$ cat config.mk
export PLATFORM = sky130hd
export DESIGN_NAME = gate_lane_arbiter
export DESIGN_NICKNAME = d
export VERILOG_FILES = /design/src/rtl/gate_lane_arbiter_pkg.sv /design/src/rtl/lane_timeout_timer.sv /design/src/rtl/gate_lane_arbiter.sv
export SDC_FILE = /design/constraint.sdc
export NUM_CORES = 1
export LEC_CHECK = 0
export BUFFER_PORTS_ARGS = -buffer_cell sky130_fd_sc_hd__buf_4
export CAP_MARGIN = 10
export CORE_UTILIZATION = 51
export CTS_CLUSTER_SIZE = 16
export DETAILED_ROUTE_END_ITERATION = 7
export GPL_ROUTABILITY_DRIVEN = 0
export GPL_TIMING_DRIVEN = 0
export PLACE_DENSITY = 0.71
export SETUP_SLACK_MARGIN = 0.1
export SYNTH_ARGS = -nofsm -noshare
export SYNTH_HDL_FRONTEND = slang
export SYNTH_SLANG_ARGS = --single-unit
$ cat constraint.sdc
create_clock -name Clk -period 1.9 [get_ports Clk]
set_input_delay 0.38 -clock Clk [delete_from_list [all_inputs] [get_ports Clk]]
set_output_delay 0.38 -clock Clk [all_outputs]
set_load 0.005 [all_outputs]
$ cat src/rtl/gate_lane_arbiter_pkg.sv
`default_nettype none
// ============================================================================
//  Module   : gate_arb_pkg
//  Purpose  : Shared types and default constants for the parking gate lane
//             arbiter: FSM state encoding, lane identifiers, default sizing.
//  Revision : 1.0 - initial release
// ============================================================================
package gate_arb_pkg;

  // Default sizing; widths must hold CAPACITY and OPEN_TIMEOUT respectively
  localparam int unsigned C_DEF_CAPACITY     = 16;
  localparam int unsigned C_DEF_CNT_W        = 5;
  localparam int unsigned C_DEF_OPEN_TIMEOUT = 200;
  localparam int unsigned C_DEF_TO_W         = 8;

  // Arbiter states
  typedef enum logic [2:0] {
    IDLE       = 3'd0,
    GRANT_ENT  = 3'd1,
    GRANT_EXT  = 3'd2,
    WAIT_CLEAR = 3'd3,
    HALT       = 3'd4
  } arb_state_t;

  // Lane identifiers, used for the round-robin history
  typedef enum logic {
    LANE_ENT = 1'b0,
    LANE_EXT = 1'b1
  } lane_t;

endpackage : gate_arb_pkg
`default_nettype wire

$ cat src/rtl/lane_timeout_timer.sv
`default_nettype none
// ============================================================================
//  Module   : lane_timeout_timer
//  Purpose  : Grant-open timer. Counts enabled cycles from zero and flags the
//             terminal count OPEN_TIMEOUT-1; clear forces it back to zero.
//  Revision : 1.0 - initial release
// ============================================================================
module lane_timeout_timer
  import gate_arb_pkg::*;
#(
  parameter int unsigned OPEN_TIMEOUT = C_DEF_OPEN_TIMEOUT,
  parameter int unsigned TO_W         = C_DEF_TO_W
) (
  input  logic Clk,
  input  logic Reset,
  input  logic clear,
  input  logic enable,
  output logic terminal
);

  localparam logic [TO_W-1:0] C_TERMINAL = TO_W'(OPEN_TIMEOUT - 1);

  logic [TO_W-1:0] r_count;

  // Count enabled cycles; hold at terminal so a stuck enable never wraps
  always_ff @(posedge Clk) begin
    if (Reset || clear) begin
      r_count <= '0;
    end else if (enable && (r_count != C_TERMINAL)) begin
      r_count <= r_count + 1'b1;
    end
  end

  assign terminal = (r_count == C_TERMINAL);

endmodule : lane_timeout_timer
`default_nettype wire

$ cat src/rtl/gate_lane_arbiter.sv
`default_nettype none
// ============================================================================
//  Module   : gate_lane_arbiter
//  Purpose  : Shares one parking gate between entry and exit lanes, sequences
//             the open command until the vehicle passes, tracks occupancy and
//             flags a grant that stays open too long. A gate fault halts it.
//  Config   : LANE_ARB_FIXED_PRIO_EN - when defined, IDLE ties always go to
//             the entry lane and no last-grant history is kept; otherwise
//             ties alternate round-robin starting with entry.
//  Revision : 1.0 - initial release
// ============================================================================
module gate_lane_arbiter
  import gate_arb_pkg::*;
#(
  parameter int unsigned CAPACITY     = C_DEF_CAPACITY,
  parameter int unsigned CNT_W        = C_DEF_CNT_W,
  parameter int unsigned OPEN_TIMEOUT = C_DEF_OPEN_TIMEOUT,
  parameter int unsigned TO_W         = C_DEF_TO_W
) (
  input  logic             Clk,
  input  logic             Reset,
  input  logic             ReqEnt,
  input  logic             ReqExt,
  input  logic             PassDone,
  input  logic             GateFault,
  output logic             GntEnt,
  output logic             GntExt,
  output logic             OpenCmd,
  output logic [CNT_W-1:0] Occupancy,
  output logic             Full,
  output logic             Empty,
  output logic             TimeoutAlarm
);

  localparam logic [CNT_W-1:0] C_CAP = CNT_W'(CAPACITY);

  arb_state_t       r_state;
  logic             r_gnt_ent;
  logic             r_gnt_ext;
  logic             r_open;
  logic             r_alarm;
  logic [CNT_W-1:0] r_occ;
  logic             r_full;
  logic             r_empty;

  logic             w_in_grant;
  logic             w_timeout;
  logic             w_ent_elig;
  logic             w_ext_elig;
  logic             w_ent_wins_tie;
  logic [CNT_W-1:0] w_occ_next;

  // --------------------------------------------------------------------------
  // Grant-open timer: runs only while a lane owns the gate
  // --------------------------------------------------------------------------
  assign w_in_grant = (r_state == GRANT_ENT) || (r_state == GRANT_EXT);

  lane_timeout_timer #(
    .OPEN_TIMEOUT (OPEN_TIMEOUT),
    .TO_W         (TO_W)
  ) u_timer (
    .Clk      (Clk),
    .Reset    (Reset),
    .clear    (!w_in_grant),
    .enable   (w_in_grant),
    .terminal (w_timeout)
  );

  // --------------------------------------------------------------------------
  // Eligibility and tie-break
  // --------------------------------------------------------------------------
  assign w_ent_elig = ReqEnt && !r_full;
  assign w_ext_elig = ReqExt && !r_empty;

`ifdef LANE_ARB_FIXED_PRIO_EN
  assign w_ent_wins_tie = 1'b1;
`else
  lane_t r_last_gnt;
  // Entry wins a tie unless it was the lane served most recently
  assign w_ent_wins_tie = (r_last_gnt == LANE_EXT);
`endif

  // Next occupancy: a completed pass in a grant state moves the count,
  // saturating at both ends; a coincident gate fault suppresses the update
  always_comb begin
    w_occ_next = r_occ;
    if (!GateFault && PassDone) begin
      if (r_state == GRANT_ENT) begin
        w_occ_next = (r_occ >= C_CAP) ? C_CAP : r_occ + 1'b1;
      end else if (r_state == GRANT_EXT) begin
        w_occ_next = (r_occ == '0) ? '0 : r_occ - 1'b1;
      end
    end
  end

  // Occupancy register with registered full/empty flags
  always_ff @(posedge Clk) begin
    if (Reset) begin
      r_occ   <= '0;
      r_full  <= 1'b0;
      r_empty <= 1'b1;
    end else begin
      r_occ   <= w_occ_next;
      r_full  <= (w_occ_next == C_CAP);
      r_empty <= (w_occ_next == '0);
    end
  end

  // Arbitration FSM with registered grant, open and alarm outputs
  always_ff @(posedge Clk) begin
    if (Reset) begin
      r_state    <= IDLE;
      r_gnt_ent  <= 1'b0;
      r_gnt_ext  <= 1'b0;
      r_open     <= 1'b0;
      r_alarm    <= 1'b0;
`ifndef LANE_ARB_FIXED_PRIO_EN
      r_last_gnt <= LANE_EXT;
`endif
    end else begin
      r_alarm <= 1'b0;
      if (GateFault) begin
        r_state   <= HALT;
        r_gnt_ent <= 1'b0;
        r_gnt_ext <= 1'b0;
        r_open    <= 1'b0;
      end else begin
        case (r_state)
          IDLE: begin
            if (w_ent_elig && (!w_ext_elig || w_ent_wins_tie)) begin
              r_state    <= GRANT_ENT;
              r_gnt_ent  <= 1'b1;
              r_open     <= 1'b1;
`ifndef LANE_ARB_FIXED_PRIO_EN
              r_last_gnt <= LANE_ENT;
`endif
            end else if (w_ext_elig) begin
              r_state    <= GRANT_EXT;
              r_gnt_ext  <= 1'b1;
              r_open     <= 1'b1;
`ifndef LANE_ARB_FIXED_PRIO_EN
              r_last_gnt <= LANE_EXT;
`endif
            end
          end

          GRANT_ENT, GRANT_EXT: begin
            // Pass, abandon and timeout all release the gate; only the
            // timeout raises the alarm (count change handled separately)
            if (PassDone || !(r_state == GRANT_ENT ? ReqEnt : ReqExt) || w_timeout) begin
              r_state   <= WAIT_CLEAR;
              r_gnt_ent <= 1'b0;
              r_gnt_ext <= 1'b0;
              r_open    <= 1'b0;
              r_alarm   <= !PassDone && (r_state == GRANT_ENT ? ReqEnt : ReqExt) && w_timeout;
            end
          end

          WAIT_CLEAR: begin
            if (!PassDone) begin
              r_state <= IDLE;
            end
          end

          HALT: begin
            r_state <= IDLE;
          end

          default: begin
            r_state   <= IDLE;
            r_gnt_ent <= 1'b0;
            r_gnt_ext <= 1'b0;
            r_open    <= 1'b0;
          end
        endcase
      end
    end
  end

  assign GntEnt       = r_gnt_ent;
  assign GntExt       = r_gnt_ext;
  assign OpenCmd      = r_open;
  assign TimeoutAlarm = r_alarm;
  assign Occupancy    = r_occ;
  assign Full         = r_full;
  assign Empty        = r_empty;

endmodule : gate_lane_arbiter
`default_nettype wire
==> results of run 1 <==
## worst max-delay path, stage by stage, from the launching register on
cell and delay [ns]:
dfxtp_2 0.35, buf_6 0.11, or3b_4 0.38, or4_4 0.44, a21o_1 0.17, a21o_1 0.19, nor4_2 0.26
## cells by family after synthesis
kind of cell,Yosys count,share of synthesized area
DFF,23,0.353
xor gates and xnor gates,8,0.0537
muxes,4,0.0307
AOI/OAI and AO/OA,26,0.149
and+or+nand+nor,73,0.331
adders and majority gates,3,0.0288
buffers and inverters,17,0.0547
## per-layer routing
layer / vias to the layer above / global-route usage
li1: 614 / -
met5: - / 0
met4: 0 / 0.0702
met3: 5 / 0.0348
met2: 30 / 0.367
met1: 585 / 0.338
## per-stage QoR
step                instances  TNS (ns)   util  setup slack, ns  cell area (µm²)
finish                    209    -0.117  0.705          -0.0740             1640
global placement          197    -0.199  0.630           -0.108             1460
CTS                       204   -0.0310  0.665          -0.0192             1540
detailed placement        197    -0.407  0.630           -0.121             1460
floorplan                 154         0      -           0.0519             1310
global route              209    -0.338  0.705           -0.160             1640
## flip-flops by register name, summed over array words and instances, names as in the netlist
register and flops:
Full 1, OpenCmd 1, r_state 3, TimeoutAlarm 1, u_timer.r_count 8, Empty 1
r_last_gnt 1, GntExt 1, GntEnt 1, Occupancy 5
## area by class of cell
cell class | instances | area [µm²]
timing repair buffer | 23 | 176
sequential | 23 | 468
inverter | 7 | 26.3
fill | 192 | 683
clock inverter | 1 | 5.00
multi-input combinational | 114 | 845
clock buffer | 3 | 22.5
tap | 28 | 35.0
buffer | 10 | 57.6
## how the worst max path moves through the flow
| stage | startpoint | end | depth (start not counted) |
|---|---|---|---|
| after floorplan | r_state[2] | Full | 6 |
| after global placement | r_state[0] | Empty | 6 |
| after detailed placement | r_state[0] | Empty | 6 |
| after CTS | r_state[2] | Empty | 6 |
| after global routing | r_state[2] | Full | 6 |
| final | r_state[2] | Full | 6 |
## cell usage after synthesis (5+ instances only)
master    instances  area share
nand2_1           8       0.023
dfxtp_1          23        0.35
nor4_1            5       0.024
inv_1             7       0.020
nor3_1            5       0.019
nand2b_1          5       0.024
nor2_1           18       0.052
clkbuf_1          9       0.026
nand3_1           5       0.019
xnor2_1           5       0.034
## power groups by stage
stage / clock network (mW) / registers [mW] / logic, mW
floorplan: 0 / 0.511 / 0.0824
global placement: 0 / 0.512 / 0.115
detailed placement: 0 / 0.513 / 0.118
CTS: 0.239 / 0.503 / 0.124
global route: 0.257 / 0.505 / 0.161
finish: 0.232 / 0.503 / 0.150
## what timing repair did
action,4_1_cts,5_1_grt
hold buffers,0,0
resized for setup,13,17
pin swaps,8,9
setup endpoints to repair,10,10
buffers inserted,3,5
==> qor.csv, run 1 <==
stage;metric;value;unit
sta;max-slew-margin-rel;0.713;
floorplanning;dieWidth;52.6;µm
grt;grt_pass1_vias;1101;
cells_and_area;layout_commonest_cell;buf_4;
routing;first_pass_iters;4;
sta;slew_violations;0;
floorplanning;initial_core_util;0.563;
cells_and_area;drive_gt1_frac;0.298;
worst_setup_path;end_kind;register;
logic_synthesis;synth_warnings;0;
floorplanning;die_area;2770;µm²
hold_path;hold_end;r_state[2];
run;drv_cap;0;
run_status;violations;negative setup slack;
routing;wl_met3;120;µm
pwr;peakVddDrop;427;µV
pwr;internal-power;0.644;mW
grt;grt_usage;0.237;
routing;drt-met1-wl;1540;µm
clock_network;path_clk_slew;0.13;ns
logic_synthesis;syn_inst;154;
worst_setup_path;path_max_fanout;4;
routing;post_drt_wl_per_cell;14.6;µm
cells_and_area;nets;191;
clock_network;htreeDepth;1;
cells_and_area;antenna_cells;0;
floorplanning;rows;17;
logic_synthesis;synth-edff-count;0;
worst_setup_path;crit_path_start_kind;register;
grt;antenna_found_initial;0;
logic_synthesis;synth-main-ff-cell;dfxtp_1;
pwr;seqPwrFrac;0.569;
worst_setup_path;r2r_cells;6;
placed_design;numPortBuffers;15;
logic_synthesis;async_reset_ff_frac;0;
cells_and_area;syn2layout_area_growth;25.3;%
grt;overflow;0;
sta;hold_viol;0;
clock_network;numCtsBuffers;3;
pwr;power;0.885;mW
worst_setup_path;reg2reg_slack;-0.07;ns
sta;setup_ws;-0.0740;ns
clock_network;clock_path_buffers;2;
clock_network;cts_num_sinks;23;
hold_path;min_path_cells;2;
run_status;status;complete, but fails checks;
routing;wirelength;3060;µm
floorplanning;ioPinCount;17;
hold_path;hold_path_class;input port to register;
routing;drtIter0Drc;39;
routing;drc;0;
worst_setup_path;required;2.13;ns
grt;grt_pass1_wl;4830;µm
logic_synthesis;synth.distinct_cells;45;
sta;timing.final.crit_share;1.04;
worst_setup_path;reg2reg_from;r_state[2];
sta;rsz0062_at_grt;true;
sta;setup_viol;3;
routing;avgViaCountPerCell;5.90;
routing;vias;1234;
floorplanning;die_y;52.6;µm
pwr;power_density;541;nW/µm²
sta;worst_slew_pin_slew;0.429;ns
hold_path;min_from;GateFault;
pwr;p_leak;0.624;nW
grt;grt_max_degree;14;
floorplanning;core-area;2320;µm²
clock_network;tritoncts;done;
clock_network;cts_root_buf;clkbuf_4;
pwr;p_sw;0.240;mW
routing;dr_wl_met2;1370;µm
clock_network;worstSkewPairLatency;0.31;ns
logic_synthesis;synth_seq_area_share;0.353;
placed_design;dp.final_hpwl;2050;µm
sta;max_freq;507;MHz
pwr;swShare;0.272;
cells_and_area;final_cell_mix;buf_4 (22), dfxtp_1 (17), nor2_1 (17);
sta;min_period;1.97;ns
routing;detail-route-antenna-nets;0;
sta;hold_ws;0.331;ns
routing;dr.max_layer_used;met4;
worst_setup_path;cp_data_arrival_time;2.20;ns
logic_synthesis;ys_ff_latch;23;
pwr;combPwrFrac;0.169;
logic_synthesis;synthesis.area;1310;µm²
pwr;clkPwrFrac;0.262;
sta;clock_skew;0.00130;ns
logic_synthesis;synth_area_per_cell;8.47;µm²
worst_setup_path;reg2reg_to;Full;
logic_synthesis;mappedNetlistNets;163;
worst_setup_path;criticalPathCategory;register to register;
No activity file was read; power rests on OpenSTA's default activity.
==> run 2: changes to the inputs <==
CORE_ASPECT_RATIO = 2   (was default)
CORE_UTILIZATION = 45   (was 51)
PLACE_DENSITY = 0.63   (was 0.71)
==> qor.csv, run 2 (same netlist as run 1, synthesis figures left out) <==
stage;metric;value;unit;change
sta;timing.final.crit_share;1.02;;-0.0216
worst_setup_path;required;2.07;ns;-0.06 ns
routing;avgViaCountPerCell;5.92;;+0.24%
run_status;status;complete, but fails checks;;
sta;worst_slew_pin_slew;0.453;ns;+0.0241 ns
grt;gr-usage-met2;0.469;;+0.102
routing;detail-route-antenna-nets;0;;unchanged
grt;grt_max_degree;13;;-1
sta;min_period;1.93;ns;-0.0411 ns
worst_setup_path;cp_data_arrival_time;2.10;ns;-0.10 ns
run;drv_cap;0;;unchanged
placed_design;dp_slack;-0.345;ns;-0.223 ns
clock_network;cts_root_buf;clkbuf_8;;
run_status;violations;negative setup slack;;
sta;hold_ws;0.429;ns;+0.0980 ns
sta;max_freq;517;MHz;+2.1%
routing;post_drt_wl_per_cell;15.6;µm;+6.9%
worst_setup_path;crit_path_start_kind;register;;
sta;hold_viol;0;;unchanged
placed_design;placed_cells;198;;+0.51%
floorplanning;dieWidth;40.1;µm;-24%
sta;slew_violations;0;;unchanged
worst_setup_path;path_delay_family;simple AND/OR/NAND/NOR gates;;
cells_and_area;finalCoreUtilization;0.625;;-0.0807
pwr;internal-power;0.719;mW;+12%
pwr;p_sw;0.239;mW;-0.61%
floorplanning;ioPinCount;17;;unchanged
worst_setup_path;criticalPathCategory;register to register;;
sta;rsz0062_at_grt;true;;
routing;vias;1237;;+0.24%
cells_and_area;nets;190;;-0.52%
cells_and_area;fillers;256;;+33%
cells_and_area;seq_area;465;µm²;-0.53%
clock_network;path_clk_slew;0.08;ns;-0.05 ns
pwr;peakVddDrop;643;µV;+50%
clock_network;worstSkewPairLatency;0.26;ns;-0.05 ns
floorplanning;die_y;78.2;µm;+49%
sta;setup_ws;-0.0329;ns;+0.0411 ns
grt;grt_pass1_vias;1183;;+7.4%
routing;drtIter0Drc;26;;-33%
cells_and_area;drive_gt1_frac;0.322;;+0.0239
grt;met1_usage;0.198;;-0.139
pwr;swShare;0.249;;-0.0223
worst_setup_path;path_cells;buf_6 -> or3b_4 -> or4_4 -> a21o_1 -> a21o_1 -> o31ai_1;;
clock_network;numCtsBuffers;3;;unchanged
worst_setup_path;crit_slowest_cell;or4_4;;
worst_setup_path;crit_buf_inv;1;;unchanged
clock_network;tritoncts;done;;
grt;overflow;0;;unchanged
cells_and_area;antenna_cells;0;;unchanged
cells_and_area;largest_register_ffs;8;;unchanged
placed_design;numPortBuffers;15;;unchanged
placed_design;dp.final_hpwl;2510;µm;+22%
grt;grt_most_used_layer;met2;;
sta;max-slew-margin-rel;0.695;;-0.0178
grt;grt_pass1_wl;5160;µm;+6.9%
sta;clock_skew;0.000628;ns;-0.000670 ns
worst_setup_path;path_common_cell;a21o_1;;
floorplanning;rows;27;;+10
placed_design;placed_area;1460;µm²;about the same
floorplanning;core-area;2740;µm²;+18%
worst_setup_path;end_kind;register;;
cells_and_area;multi_input_area;901;µm²;+6.7%
grt;grt_usage;0.233;;-0.00398
routing;first_pass_iters;4;;unchanged
pwr;power_density;560;nW/µm²;+3.6%
pwr;combPwrFrac;0.167;;-0.002
floorplanning;initial_core_util;0.477;;-0.0860
cells_and_area;fin_area;1710;µm²;+4.5%
sta;setup_viol;2;;-1
pwr;seqPwrFrac;0.524;;-0.045
cells_and_area;layout_commonest_cell;buf_4;;
cells_and_area;stdcell_count;209;;unchanged
clock_network;htreeDepth;1;;unchanged
pwr;p_leak;0.644;nW;+3.1%
routing;drc;0;;unchanged
cells_and_area;syn2layout_area_growth;31.0;%;
worst_setup_path;slowest_delay;0.45;ns;about the same
pwr;clkPwrFrac;0.309;;+0.047
hold_path;hold_path_class;input port to register;;
clock_network;cts_num_sinks;23;;unchanged
grt;use_met3;0.0169;;-0.0178
cells_and_area;final_cell_mix;buf_4 (21), dfxtp_1 (19), nor2_1 (17);;
floorplanning;die_area;3130;µm²;+13%
grt;antenna_found_initial;0;;unchanged
clock_network;clock_path_buffers;2;;unchanged
cells_and_area;top_register;u_timer.r_count;;
routing;wirelength;3270;µm;+6.9%
worst_setup_path;path_max_fanout;4;;unchanged
==> run 2: cell types whose count changed in the layout (fill, tap and decap cells not counted), moves of 2 or more <==
cell | previous run | this run
clkbuf_4 | 4 | 2
clkbuf_2 | 1 | 3
dfxtp_2 | 6 | 4
dfxtp_1 | 17 | 19
clkbuf_8 | 0 | 4
==> run 2: what timing repair did <==
item | 4_1_cts | 5_1_grt
hold buffers | 0 | 0
pin swaps | 10 | 7
buffers inserted | 6 | 1
gates resized for setup | 27 | 11
setup endpoints to repair | 11 | 10
==> run 2: layer usage <==
metal,up-vias,routed length (µm)
li1,611,-
met1,600,1110
met2,20,2040
met3,6,65
met4,0,51
met5,-,0
==> run 2: stage by stage <==
stage / power (mW) / setup TNS (ns)
2_1_floorplan: 0.594 / 0
3_3_place_gp: 0.630 / -0.497
3_5_place_dp: 0.634 / -0.831
4_1_cts: 0.954 / -0.123
5_1_grt: 1.00 / -0.250
6_report: 0.958 / -0.0387
==> run 2: worst register-to-register path: stages, from the launching register on <==
cell,delay (ns)
dfxtp_2,0.33
buf_6,0.11
or3b_4,0.38
or4_4,0.45
a21o_1,0.17
a21o_1,0.18
o31ai_1,0.23
==> run 2: power groups by stage <==
stage / Clock [mW] / Combinational [mW] / Sequential [mW]
3_3_place_gp: 0 / 0.118 / 0.512
2_1_floorplan: 0 / 0.0824 / 0.511
6_report: 0.296 / 0.160 / 0.502
4_1_cts: 0.303 / 0.149 / 0.502
3_5_place_dp: 0 / 0.122 / 0.513
5_1_grt: 0.325 / 0.172 / 0.504
==> run 2: final cells by class <==
type / instances / share of cell area
Multi-Input combinational cell: 114 / 0.527
Inverter: 7 / 0.0154
Clock buffer: 4 / 0.0264
Sequential cell: 23 / 0.272
Tap cell: 29 / 0.0212
Timing Repair Buffer: 22 / 0.0988
Buffer: 10 / 0.0388
==> run 2: worst paths after layout <==
kind,cells after the start,slack [ns],startpoint,end
worst max-delay path,6,-0.03,r_state[2],Empty
worst min-delay path,2,0.43,GateFault,r_state[2]
worst max register to register,6,-0.03,r_state[2],Empty
worst min register to register,1,0.49,GntExt,GntExt
